File: src/rtl/fetch_stage_ctrl.sv
// fetch_stage_ctrl
//   Owns the program counter and the IF/ID pipeline register. Each cycle it
//   presents the PC to instruction memory and captures the returned word
//   into IF/ID. A flush redirects the PC and turns IF/ID into a bubble. A
//   stall holds the PC and/or IF/ID. Stall and flush cycles are counted.
//
// Ports
//   clk                - clock, all state updates on the rising edge
//   rst                - synchronous active-high reset
//   PCWrite_en_i       - 1: PC may advance, 0: hold PC
//   IF_ID_write_en_i   - 1: IF/ID may capture, 0: hold IF/ID
//   IF_ID_flush_i      - redirect PC to branch_target_i and kill IF/ID
//   branch_target_i    - redirect address (low two bits ignored)
//   imem_addr_o        - instruction memory address (current PC)
//   imem_rdata_i       - instruction at imem_addr_o, same cycle
//   IF_pc_o            - current PC
//   ID_pc_o            - PC of the instruction held in IF/ID
//   ID_pc_plus4_o      - ID_pc_o + 4 as captured
//   ID_instr_o         - instruction held in IF/ID
//   ID_valid_o         - 1: IF/ID holds a real instruction, 0: bubble
//   stall_count_o      - saturating count of stall cycles
//   flush_count_o      - saturating count of flush cycles
module fetch_stage_ctrl #(
  parameter logic [31:0] RESET_PC  = 32'h0000_0000,
  parameter logic [31:0] NOP_INSTR = 32'h0000_0013
) (
  input  logic        clk,
  input  logic        rst,
  input  logic        PCWrite_en_i,
  input  logic        IF_ID_write_en_i,
  input  logic        IF_ID_flush_i,
  input  logic [31:0] branch_target_i,
  output logic [31:0] imem_addr_o,
  input  logic [31:0] imem_rdata_i,
  output logic [31:0] IF_pc_o,
  output logic [31:0] ID_pc_o,
  output logic [31:0] ID_pc_plus4_o,
  output logic [31:0] ID_instr_o,
  output logic        ID_valid_o,
  output logic [31:0] stall_count_o,
  output logic [31:0] flush_count_o
);

  logic [31:0] pc_q, pc_d;
  logic [31:0] id_pc_q, id_pc_d;
  logic [31:0] id_pc_plus4_q, id_pc_plus4_d;
  logic [31:0] id_instr_q, id_instr_d;
  logic        id_valid_q, id_valid_d;
  logic [31:0] stall_cnt_q, stall_cnt_d;
  logic [31:0] flush_cnt_q, flush_cnt_d;

  logic [31:0] pc_plus4;
  logic        stall_cycle;

  // Natural 32-bit wrap: 0xFFFF_FFFC + 4 = 0.
  assign pc_plus4 = pc_q + 32'd4;

  // A flush cycle is never counted as a stall, even with PCWrite_en_i low.
  assign stall_cycle = !PCWrite_en_i && !IF_ID_flush_i;

  always_comb begin
    pc_d = pc_plus4;
    if (IF_ID_flush_i) begin
      pc_d = {branch_target_i[31:2], 2'b00};
    end else if (!PCWrite_en_i) begin
      pc_d = pc_q;
    end
  end

  always_comb begin
    id_pc_d       = id_pc_q;
    id_pc_plus4_d = id_pc_plus4_q;
    id_instr_d    = id_instr_q;
    id_valid_d    = id_valid_q;
    if (IF_ID_flush_i) begin
      id_pc_d       = 32'd0;
      id_pc_plus4_d = 32'd0;
      id_instr_d    = NOP_INSTR;
      id_valid_d    = 1'b0;
    end else if (IF_ID_write_en_i) begin
      id_pc_d       = pc_q;
      id_pc_plus4_d = pc_plus4;
      id_instr_d    = imem_rdata_i;
      id_valid_d    = 1'b1;
    end
  end

  always_comb begin
    stall_cnt_d = stall_cnt_q;
    flush_cnt_d = flush_cnt_q;
    if (stall_cycle && (stall_cnt_q != 32'hFFFF_FFFF)) begin
      stall_cnt_d = stall_cnt_q + 32'd1;
    end
    if (IF_ID_flush_i && (flush_cnt_q != 32'hFFFF_FFFF)) begin
      flush_cnt_d = flush_cnt_q + 32'd1;
    end
  end

  always_ff @(posedge clk) begin
    if (rst) begin
      pc_q          <= RESET_PC;
      id_pc_q       <= 32'd0;
      id_pc_plus4_q <= 32'd0;
      id_instr_q    <= NOP_INSTR;
      id_valid_q    <= 1'b0;
      stall_cnt_q   <= 32'd0;
      flush_cnt_q   <= 32'd0;
    end else begin
      pc_q          <= pc_d;
      id_pc_q       <= id_pc_d;
      id_pc_plus4_q <= id_pc_plus4_d;
      id_instr_q    <= id_instr_d;
      id_valid_q    <= id_valid_d;
      stall_cnt_q   <= stall_cnt_d;
      flush_cnt_q   <= flush_cnt_d;
    end
  end

  assign imem_addr_o   = pc_q;
  assign IF_pc_o       = pc_q;
  assign ID_pc_o       = id_pc_q;
  assign ID_pc_plus4_o = id_pc_plus4_q;
  assign ID_instr_o    = id_instr_q;
  assign ID_valid_o    = id_valid_q;
  assign stall_count_o = stall_cnt_q;
  assign flush_count_o = flush_cnt_q;

endmodule

File: config.mk
export PLATFORM = sky130hd
export DESIGN_NAME = fetch_stage_ctrl
export DESIGN_NICKNAME = d
export VERILOG_FILES = /design/src/rtl/fetch_stage_ctrl.sv
export SDC_FILE = /design/constraint.sdc
export NUM_CORES = 1
export LEC_CHECK = 0
export ABC_CLOCK_PERIOD_IN_PS = 2300
export CAP_MARGIN = 20
export CORE_ASPECT_RATIO = 0.6
export CORE_UTILIZATION = 47
export CTS_BUF_LIST = sky130_fd_sc_hd__clkbuf_16
export DETAILED_ROUTE_END_ITERATION = 8
export HOLD_SLACK_MARGIN = 0.1
export PLACE_DENSITY = 0.92
export SETUP_SLACK_MARGIN = 0.02
export SLEW_MARGIN = 10
export SYNTH_ARGS = -nofsm -noshare
export SYNTH_HDL_FRONTEND = slang
export SYNTH_SLANG_ARGS = --single-unit
File: constraint.sdc
create_clock -name clk -period 2.3 [get_ports clk]
set_input_delay 0.46 -clock clk [delete_from_list [all_inputs] [get_ports clk]]
set_output_delay 0.46 -clock clk [all_outputs]
set_load 0.02 [all_outputs]
# [Word level (Yosys, flattened, before mapping)]
# Index checks and enable logic that the tools add are counted.
[word_totals] reg_bits=193 latch_bits=0 ram_bits=0 rom_bits=0 inputBits=69 out_inout_bits=225 elab_cells=22 memories=0
[op_classes] n_addsub=3 n_mul=0 div_mod_pow=0 order_cmp=0 n_eq_ne=2 shift=0 muxes=2 bitwise=0 reduce_logical=7
[ops] operator="32-bit by 1-bit adder with 32-bit output (second input constant)" n=2
[ops] operator="32-bit two-way mux" n=2
[ops] operator="32-bit != test (second input constant)" n=2
[ops] operator="32-bit by 3-bit adder with 32-bit output (second input constant)" n=1
[ops] operator="1-bit logical AND" n=3
[ops] operator="1-bit logical NOT" n=2
[ops] operator="2-bit nonzero test" n=1
[ops] operator="2-bit OR reduction" n=1

# [Logic depth before layout (Yosys ltp)]
[depth] ltp_word=3 depth_mapped=8 ltp_nobuf=6

# [Worst setup path before layout]
# OpenSTA, ideal clock, no wires.
[synth_path] path_type="register to register" start="reg pc_q[2], in the netlist IF_pc_o[2]" end="reg pc_q[16], in the netlist IF_pc_o[16]" setup_ns=0.086 arrival_ns=2.028 required_ns=2.214 path_slack_ns=0.187 path_stages_with_launch=9 path_buffers=2 period_less_slack_ns=2.113 path_cell_list="dfxtp_1 -> ha_1 -> and3_1 -> clkbuf_1 -> and4_1 -> buf_2 -> nand4_1 -> xor2_1 -> a211oi_1"
[synth_via] elab_chain_cells=3
[synth_lines] item="start: declaration" line_no="44" text="logic [31:0] pc_q, pc_d;"
[synth_lines] item="start signal: assignment" line_no="109" text="pc_q <= pc_d;"
[synth_lines] item="32-bit by 3-bit adder with 32-bit output" line_no="56" text="assign pc_plus4 = pc_q + 32'd4;"
[synth_lines] item="32-bit two-way mux" line_no="65" text="end else if (!PCWrite_en_i) begin"
[synth_lines] item="32-bit two-way mux" line_no="63" text="if (IF_ID_flush_i) begin"
# Every way passes these cells. The select of a mux whose other input is x is not followed.
# A chain may end at the register's enable or synchronous reset.

# [Worst setup path after layout]
[layout_path] start="in IF_ID_flush_i" end="reg stall_cnt_q[27], in the netlist stall_count_o[27]"
[layout_via] elab_chain_cells=3
[layout_lines] item="start: declaration" line_no="31" text="input logic IF_ID_flush_i,"
[layout_lines] item="1-bit logical NOT" line_no="59" text="assign stall_cycle = !PCWrite_en_i && !IF_ID_flush_i;"
[layout_lines] item="1-bit logical AND" line_no="59"
[layout_lines] item="1-bit logical AND" line_no="91" text="if (stall_cycle && (stall_cnt_q != 32'hFFFF_FFFF)) begin"
[layout_lines] item="end signal: assignment" line_no="114" text="stall_cnt_q <= stall_cnt_d;"
[layout_lines] item="end: declaration" line_no="49" text="logic [31:0] stall_cnt_q, stall_cnt_d;"
# Every way passes these cells.

==> run summary <==
TIMING
---------------------------------------------------------------------------------
Number of endpoints failing setup at the final stage                            0
Final setup margin                                                        92.8 ps
Max-slew violation count                                                        0
Total count of hold-check failures in the final report                          0
Fmax achieved                                                           0.453 GHz
Clock period minus worst slack                                            2210 ps
Slew at the pin closest to its max-slew limit                              698 ps
Worst hold-check slack                                                     454 ps
Final Cycle Share                                                           0.960
Worst slew margin                                                           0.530
Worst clock skew                                                          9.30 ps
RSZ-0062 raised after global routing                                        false

CLOCKING
---------------------------------------------------------------------------------
# clock sinks                                                                 187
CTS tree                                                                    built
CTS H-Tree Depth                                                                4
Later-pin clock latency in the skew report                                 440 ps
Longest Clk Path Bufs                                                           2
Root buffer cell                                                        clkbuf_16
Clock slew seen by the registers of the worst setup and hold paths          70 ps
Inserted Clock Buffers                                                         17

FLOORPLAN
---------------------------------------------------------------------------------
DIE WIDTH                                                                  181 um
Effective utilization at floorplan                                          0.491
I/O pins                                                                      294
Die H                                                                      110 um
Rows                                                                           38
Floorplan die area                                                    0.0198 mm^2
Core Region                                                           0.0184 mm^2

WORST SETUP PATH
---------------------------------------------------------------------------------
Critical path fanouts, max                                                      4
Setup Crit Path Kind                                                 primary input to flip-flop
Required time of the critical path                                        2620 ps
Element type at the critical path start                              primary input
Data arrival at the endpoint of the critical path                         2530 ps
Start point of the critical path                                     IF_ID_flush_i
Launch point of the worst reg-to-reg path                            stall_count_o[11]
Critical path capture point type                                        flip-flop

ROUTE
---------------------------------------------------------------------------------
Drt first pass iters                                                            5
DRC viols                                                                       0
Final routed wire length divided by cell count                            18.5 um
Routed via count divided by cell count                                       5.60
Iter 0 DRT Violations                                                         560
Total wire length                                                         28.5 mm
Count of antenna-violating nets left after detailed routing                     0
Via count of the routed design                                              8,638

GRT
---------------------------------------------------------------------------------
Number of antenna violations at the first check in global routing               0
Global-route wire length before repair                                    43.5 mm
Total Routing Usage GR                                                      0.279
Maximum number of pins on one net before global-route repair                   77
Vias in the first global route                                              8,300
Total congestion overflow                                                       0

POWER
---------------------------------------------------------------------------------
Max VDD drop                                                           0.000473 V
Static leakage power                                                      4.63 nW
PD cells                                                              602 mW/mm^2

YOSYS
---------------------------------------------------------------------------------
Flops & latches, synth                                                        187
Syn Area/Cell                                                           8.83 um^2
Largest cells by area after synthesis                                dfxtp_1 41%, mux2i_1 7.3%, nor2_1 6.4%
Cell accounting for the most synthesized area                             dfxtp_1
Syn Inst Count                                                              1,025
Post-Syn Area                                                        0.00905 mm^2
Sequential area share after synthesis                                       0.413
Portion of synthesized cell area occupied by the leading cell type          0.413
Count of synthesis-stage warnings from yosys                                    0
Synth unique cells                                                             59

PLACE
---------------------------------------------------------------------------------
# port buffers                                                                283
Routability congestion estimate from global placement                       0.953
Placed cells                                                                1,505
Sum of net half-perimeters after detailed placement                       20.6 mm
Worst Setup Slack post-DPL                                                -325 ps

FINISH
---------------------------------------------------------------------------------
Layout Cells excl Fill                                                      1,542
Area grow syn2layout                                                        41.6%
Filler cells                                                                1,406
Number of nets in the final layout                                          1,361
Antenna cells                                                                   0
Ratio of cells with drive above 1 in the final layout                       0.116

MIN PATH
---------------------------------------------------------------------------------
Worst min-delay path startpoint                                               rst
Path type of the worst min-delay path                                primary input to flip-flop

JOB
---------------------------------------------------------------------------------
Max-cap violation count                                                         0

RUN STATUS
---------------------------------------------------------------------------------
Outcome                                                              complete, no violations

## cell families after synthesis
group,count (synthesis),synth area share
simple gates,399,0.230
mux,71,0.0792
buf+inv,128,0.0774
xor+xnor,88,0.0851
fa+ha+maj,3,0.00415
flops,187,0.413
other cells,1,0.000414
compound gates,148,0.110
## layout by cell type, fill, tap and decap left out, drive strengths merged, types with 6 or more instances in the layout
cell type      count
and3              12
conb               8
clkinv             8
nand4             39
or4               13
o31ai              7
a211oi            40
nor3              12
or3               14
nor4              28
o21ai             31
inv                9
buf               76
and4              16
a21oi             46
dfxtp            187
xnor2             56
nand2             56
mux2i             66
nand3             35
nor2             154
and2               6
clkdlybuf4s50    281
xor2              32
clkbuf            17
o211ai             6
## worst max-delay path: stages
cell and delay (ps):
clkdlybuf4s50_1 440, or3b_1 420, nor4_2 240, buf_4 180, o31ai_2 100, nor4_1 330, mux2_2 370
## final cells by class
type                            instances  area [um^2]  area share
Timing Repair Buffer                  357         3450       0.269
Clock buffer                           17          425      0.0332
Clock inverter                         15          221      0.0173
Inverter                                9         33.8     0.00264
Sequential cell                       187         3740       0.292
Multi-Input combinational cell        717         4640       0.362
Tap cell                              240          300      0.0234
## where the power goes
group | internal (mW) | total (mW) | switching [mW]
Combinational | 0.500 | 1.06 | 0.558
Sequential | 3.33 | 3.41 | 0.0796
Clock | 1.93 | 3.25 | 1.31
## through the flow
stage	area, um^2	util	TNS [ps]	total power [mW]
after detailed placement	12100	0.658	-2470	4.53
after floorplan	9080	-	0	4.06
after global routing	12800	0.695	0	7.96
final	12800	0.695	0	7.71
after global placement	12100	0.658	-1430	4.50
after CTS	12800	0.693	0	7.75
## flip-flops by register name, indices dropped and copies added (netlist names)
name	count
stall_count_o	32
ID_valid_o	1
ID_instr_o	32
IF_pc_o	30
ID_pc_o	30
flush_count_o	32
ID_pc_plus4_o	30
## repair_timing
item                                    in CTS  in global routing
endpoints found under the setup margin       0                  7
hold buffers                                 0                  0
gates resized for setup                      0                  3
buffers inserted                             0                  5
endpoints found under the hold margin        0                  0
## final timing paths
path / to / slack, ps / cells after the start
worst min-delay path: flush_count_o[30] / 450 / 2
worst max register to register: stall_count_o[1] / 180 / 6
worst max-delay path: stall_count_o[27] / 90 / 7
worst min register to register: ID_instr_o[0] / 480 / 2
## synthesized netlist by cell type (all sizes together)
master,number
dlymetal6s2s,1
mux2,5
inv,7
o2111ai,4
nor2,154
a21oi,46
or3b,1
o31ai,7
dfxtp,187
or2,4
buf,67
ha,3
xor2,32
nand2,56
o21ai,31
conb,1
o311ai,5
and3,12
clkinv,2
xnor2,56
nand3,35
mux2i,66
o41ai,4
o211ai,6
a31oi,4
nor4,28
nor3b,1
nor3,12
and4,16
or4,13
nand4,39
or3,14
clkbuf,51
nand2b,2
a311oi,1
nor4bb,1
a211oi,40
and2,6
nor2b,5
## routing by layer
metal	vias to the layer above	part of all wire	GRT usage
met5	-	0	0
met4	0	0.020	0.101
met3	44	0.098	0.0918
met2	410	0.45	0.445
met1	4062	0.43	0.356
li1	4122	-	-
No activity file was read; power rests on OpenSTA's default activity.
